## config.mk

```make
export PLATFORM = sky130hd
export DESIGN_NAME = up_down_counter
export DESIGN_NICKNAME = d
export VERILOG_FILES = /design/src/rtl/up_down_counter.sv
export SDC_FILE = /design/constraint.sdc
export NUM_CORES = 1
export LEC_CHECK = 0
export ABC_AREA = 1
export BUFFER_PORTS_ARGS = -buffer_cell sky130_fd_sc_hd__buf_2
export CAP_MARGIN = 30
export CORE_AREA = 10 10 47 49
export CTS_BUF_LIST = sky130_fd_sc_hd__clkbuf_8
export DETAILED_ROUTE_END_ITERATION = 12
export DIE_AREA = 0 0 57 59
export GPL_TIMING_DRIVEN = 0
export PLACE_DENSITY = 0.42
export SLEW_MARGIN = 20
export SYNTH_ARGS = -nofsm -noshare
export SYNTH_HDL_FRONTEND = slang
export SYNTH_SLANG_ARGS = --single-unit
```

## constraint.sdc

```tcl
create_clock -name clk -period 2.28 [get_ports clk]
set_input_delay 0.114 -clock clk [delete_from_list [all_inputs] [get_ports clk]]
set_output_delay 0.114 -clock clk [all_outputs]
set_load 0.01 [all_outputs]
```

## src/rtl/up_down_counter.sv

```systemverilog
// Wrapping binary up/down counter with a direction select.
// Steps once per clock; the count register drives the output directly.
module up_down_counter #(
  parameter int unsigned WIDTH = 4
) (
  input  logic             clk,
  input  logic             reset,
  input  logic             up_down,
  output logic [WIDTH-1:0] count
);

  logic [WIDTH-1:0] count_d;
  logic [WIDTH-1:0] count_q;

  // Next count: +1 when counting up, -1 when counting down.
  // The sum is WIDTH bits wide, so it wraps at both ends.
  always_comb begin
    count_d = count_q;
    if (up_down) begin
      count_d = count_q + WIDTH'(1);
    end else begin
      count_d = count_q - WIDTH'(1);
    end
  end

  // Count register with a synchronous reset that overrides the direction input.
  always_ff @(posedge clk) begin
    if (reset) begin
      count_q <= '0;
    end else begin
      count_q <= count_d;
    end
  end

  assign count = count_q;

endmodule

```

==> results_dict.tcl, run 1 <==
set metrics [dict create \
    routedWlPerCell_um 8.471 \
    crit_type "reg -> reg" \
    setup_violations 0 \
    rsz0062_at_grt "false" \
    synthDistinctLibCells 10 \
    fin_crit_sh_pct 51.26 \
    antenna_found_initial 0 \
    drc 0 \
    placed_area_um2 261.5 \
    drive_above_1_share_pct 28.57 \
    wl_um 432 \
    clk_pin_slew_ns 0.03 \
    cap_violations 0 \
    largest_register_ffs 4 \
    dr.pass1.iters 2 \
    ys_ff_latch 4 \
    dpl.hpwl_um 361 \
    worstHoldStart "reset" \
    cts_tree "built" \
    status "finished clean" \
    finalMaxSlewViolations 0 \
    r2r-end "count[3]" \
    die_w_um 57 \
    reg2reg_depth 4 \
    final_cell_count_no_fill 51 \
    gp_congestion 0.6528 \
    start_kind "flop" \
    final_nets 43 \
    power_switching_w 0.00008633 \
    synthDominantCellAreaShare_pct 37.87 \
    grt_overflow 0 \
    skew_ns 0.0006589 \
    gr-usage-all-layers_pct 3.066 \
    synth_common_cells "nand2_1 (6), nor2_1 (5), dfxtp_1 (4), inv_1 (4), ha_1 (2)" \
    fin_setup_tns_ns 0 \
    hold_buffers 0 \
    core_um2 1401 \
    grt_max_degree 5 \
    routed_via_density 3.510 \
    vias 179 \
    finalCriticalPeriod_ns 1.169 \
    hold_violations 0 \
    cts_setup_buffers 0 \
    p_leak_nw 0.1617 \
    power.density_nw_per_um2 1047 \
    insertion_delay_ns 0.22 \
    fmax_ghz 0.8557 \
    synth-edff-count 0 \
    cts-root-buf "clkbuf_8" \
    syn-cell-area_um2 211.5 \
    grt_pass1_vias 187 \
    portBuffers 6 \
    min_path_cells 2 \
    synth_warnings 0 \
    die_area_um2 3363 \
    p_sw_share_pct 27.24 \
    synthArstFlopShare_pct 0 \
    post_cts_resized 0 \
    tightest_slew_ns 0.1713 \
    synth.top_cells.by_area "dfxtp_1 (38%), ha_1 (12%), nand2_1 (11%)" \
    min_to "count[0]" \
    avgSynthCellArea_um2 8.133 \
    synth_flop_cell "dfxtp_1" \
    cp-end-kind "flop" \
    final_area_um2 302.8 \
    chipHeight_um 59 \
    syn_to_final_growth_pct 43.19 \
    slew_headroom_pct 88.57 \
    yosys.area.top_type "dfxtp_1" \
    grt_pass1_wl_um 765 \
    numCtsBuffers 3 \
    sequentialPowerShare_pct 29.1 \
    min_path_type "in -> reg" \
    start_util_pct 15.09 \
    clkPwrFrac_pct 46.7 \
    utilization_pct 21.61 \
    synth_fp_nets 32 \
    drtAntennaViolNets 0 \
    timing.rr.start "count[2]" \
    ys_seq_area_share_pct 37.87 \
    critical_path.max_fanout 2 \
    num_antenna_cells 0 \
    synthCells 26 \
    placed_cells 48 \
    drtIter0Drc 1 \
    worstPathArrival_ns 1.28 \
    irDropWorstVdd_mv 0.4977 \
    rrSetupSlack_ns 1.11 \
    intPower_w 0.0002306 \
    io_pins 7 \
    rows 14 \
    clock_path_buffers 2 \
    clock-sinks 4 \
    required_ns 2.39 \
    h-tree-depth 1 \
    yosysMostFrequentCell "nand2_1" \
    combPwrFrac_pct 24.3 \
]
==> logic make-up after synthesis <==
kind of cell | Yosys count | share of synthesized area [%]
AO/OA/AOI/OAI | 1 | 2.365
flip-flops | 4 | 37.87
adder cells (fa/ha/maj) | 3 | 21.30
XOR/XNOR | 1 | 4.143
buffers and inverters | 4 | 7.099
AND/OR/NAND/NOR | 13 | 27.22
==> cells in the final DEF (no fill, tap or decap) <==
cell      Yosys  routed
clkbuf_8      0       3
fa_1          1       1
ha_1          2       2
buf_2         0       6
or2_1         1       1
nand2_1       6       6
xnor2_1       1       1
inv_1         4       4
dfxtp_1       4       4
nor2_1        5       5
nand3_2       1       1
a21oi_1       1       1
==> layer usage <==
metal	up-vias	GRT usage [%]	wire [um]
met5	-	0	0
li1	97	-	-
met4	0	4.027	28
met2	4	5.271	232
met1	76	2.251	158
met3	2	1.288	13
==> per-stage QoR <==
stage / total power (W) / hold WS [ns] / setup slack, ns
after floorplan: 0.0001463 / 0.1807 / 1.116
after global placement: 0.0001710 / 0.3182 / 1.051
after detailed placement: 0.0001710 / 0.3219 / 1.062
after CTS: 0.0003234 / 0.09679 / 1.108
after global routing: 0.0003420 / 0.1122 / 1.068
final: 0.0003169 / 0.09552 / 1.111
==> layout make-up <==
class / instances / area [um^2]
clock buffer: 3 / 41.29
fill: 162 / 1099
inverter: 4 / 15.01
multi-input combinational: 18 / 116.4
sequential: 4 / 80.08
tap: 16 / 20.02
timing repair buffer: 6 / 30.03
==> worst max-delay path, stage by stage, from the launching register on <==
cell and delay [ns]:
dfxtp_1 0.30, ha_1 0.30, or2_1 0.26, a21oi_1 0.15, nor2_1 0.05
==> power by group through the flow <==
stage | Combinational, W | Clock [W] | Sequential [W]
2_1_floorplan | 0.0000476 | 0 | 0.0000987
3_3_place_gp | 0.0000775 | 0 | 0.0000935
3_5_place_dp | 0.0000774 | 0 | 0.0000936
4_1_cts | 0.0000786 | 0.000152 | 0.0000927
5_1_grt | 0.0000868 | 0.000161 | 0.0000946
6_report | 0.0000769 | 0.000148 | 0.0000921
==> worst max-delay path by stage <==
stage	cells past startpoint	to	from
floorplan	4	count[3]	count[2]
global placement	6	count[3]	up_down
detailed placement	6	count[3]	up_down
CTS	4	count[3]	count[2]
global route	4	count[3]	count[2]
finish	4	count[3]	count[2]
No activity file was read; power rests on OpenSTA's default activity.
==> run 2: changes to the inputs <==
- clock period: 2.28 -> 1.2 ns (I/O delays scaled with it)
==> run 2 against run 1 <==
Against the previous run: critical path type unchanged; sequential power increased by 90%; largest cell class unchanged; register-to-register slack lost 1.1 ns; die area unchanged; critical endpoint unchanged; sequential share of layout area unchanged; sequential cell count did not move; routed wire length down 0.69%; utilization unchanged.
==> results_dict.tcl, run 2 (synthesis results as in run 1) <==
set metrics [dict create \
    clock_path_buffers 2 \
    rsz0062_at_grt "false" \
    required_ns 1.31 \
    critPathTopFamily "flip-flops" \
    crit_type "reg -> reg" \
    vias 179 \
    finalCriticalPeriod_ns 1.147 \
    crit_chain "ha_1 -> or2_1 -> a21oi_1 -> nor2_1" \
    wl_um 429 \
    combPwrFrac_pct 24.1 \
    rows 14 \
    slowest_delay_ns 0.30 \
    cts_tree "built" \
    gr-usage-all-layers_pct 3.066 \
    dr.pass1.iters 2 \
    hold_buffers 0 \
    chipHeight_um 59 \
    crit_buf_inv 0 \
    numCtsBuffers 3 \
    start_kind "flop" \
    seq_area_um2 80.08 \
    syn_to_final_growth_pct 43.19 \
    multi_input_area_um2 116.4 \
    drive_above_1_share_pct 28.57 \
    grt_max_degree 5 \
    cts_setup_buffers 0 \
    drc 0 \
    slew_headroom_pct 88.58 \
    power.density_nw_per_um2 1986 \
    fin_setup_tns_ns 0 \
    routedWlPerCell_um 8.412 \
    p_leak_nw 0.1619 \
    grt_pass1_wl_um 765 \
    portBuffers 6 \
    clock-sinks 4 \
    hold_violations 0 \
    io_pins 7 \
    grt_overflow 0 \
    h-tree-depth 1 \
    clk_pin_slew_ns 0.03 \
    worstPathArrival_ns 1.25 \
    clkPwrFrac_pct 46.8 \
    largest_register_ffs 4 \
    grt_pass1_vias 187 \
    drtAntennaViolNets 0 \
    fin_crit_sh_pct 95.57 \
    num_antenna_cells 0 \
    placed_cells 48 \
    post_cts_resized 0 \
    die_area_um2 3363 \
    setup_violations 0 \
    dpl.hpwl_um 361 \
    intPower_w 0.0004377 \
    p_sw_share_pct 27.20 \
    insertion_delay_ns 0.22 \
    power_switching_w 0.0001635 \
    critical_path.max_fanout 2 \
    skew_ns 0.0006589 \
    die_w_um 57 \
    fmax_ghz 0.8720 \
    cts-root-buf "clkbuf_8" \
    fill_cells 162 \
    cp-end-kind "flop" \
    final_nets 43 \
    tightest_slew_ns 0.1712 \
    min_path_type "in -> reg" \
    core_um2 1401 \
    cap_violations 0 \
    start_util_pct 15.09 \
    sequentialPowerShare_pct 29.1 \
    finalMaxSlewViolations 0 \
    drtIter0Drc 1 \
    antenna_found_initial 0 \
    routed_via_density 3.510 \
    irDropWorstVdd_mv 0.9457 \
    final_cell_count_no_fill 51 \
    gp_congestion 0.6528 \
    worst_path_max_delay_cell "dfxtp_1" \
    status "finished clean" \
    mostFrequentLayoutCells "nand2_1 (6), buf_2 (6), nor2_1 (5)" \
]
## run 2: cell counts in the layout (fill, tap and decap cells not counted)
No cell type changed its count.
## run 2: metal layers
metal  up-vias  GRT usage, %  part of all wire, %
li1         97             -                    -
met2         4         5.271                   55
met5         -             0                    0
met3         2         1.288                  3.0
met1        76         2.251                   36
met4         0         4.027                  6.5
## run 2: metrics by stage
step / total power (W) / utilization [%] / hold slack, ns / instance area (um^2) / worst slack, ns
after global placement: 0.0003249 / 18.66 / 0.2642 / 261.5 / 0.02094
after CTS: 0.0006145 / 21.61 / 0.04279 / 302.8 / 0.02818
after detailed placement: 0.0003249 / 18.66 / 0.2679 / 261.5 / 0.03368
final: 0.0006012 / 21.61 / 0.04152 / 302.8 / 0.05320
after floorplan: 0.0002780 / - / 0.1267 / 211.5 / 0.03639
after global routing: 0.0006496 / 21.61 / 0.05818 / 302.8 / 0.007320
## run 2: area by class of cell
| class | instances | share of cell area [%] |
|---|---|---|
| clock buffers | 3 | 13.64 |
| inverters | 4 | 4.959 |
| multi-input cells | 18 | 38.43 |
| flip-flops and latches | 4 | 26.45 |
| well taps | 16 | 6.612 |
| repair buffers | 6 | 9.917 |
## run 2: final timing paths
kind	from	end	slack [ns]	cells past startpoint
max reg2reg	count[2]	count[3]	0.05	4
max	count[2]	count[3]	0.05	4
min	reset	count[0]	0.04	2
min reg2reg	count[0]	count[0]	0.47	1
## run 2: power by group through the flow
| stage | clock (W) | sequential [W] | combinational, W |
|---|---|---|---|
| final | 0.000281 | 0.000175 | 0.000145 |
| after global routing | 0.000305 | 0.000180 | 0.000165 |
| after CTS | 0.000289 | 0.000176 | 0.000149 |
| after detailed placement | 0 | 0.000178 | 0.000147 |
| after global placement | 0 | 0.000178 | 0.000147 |
| after floorplan | 0 | 0.000188 | 0.0000904 |
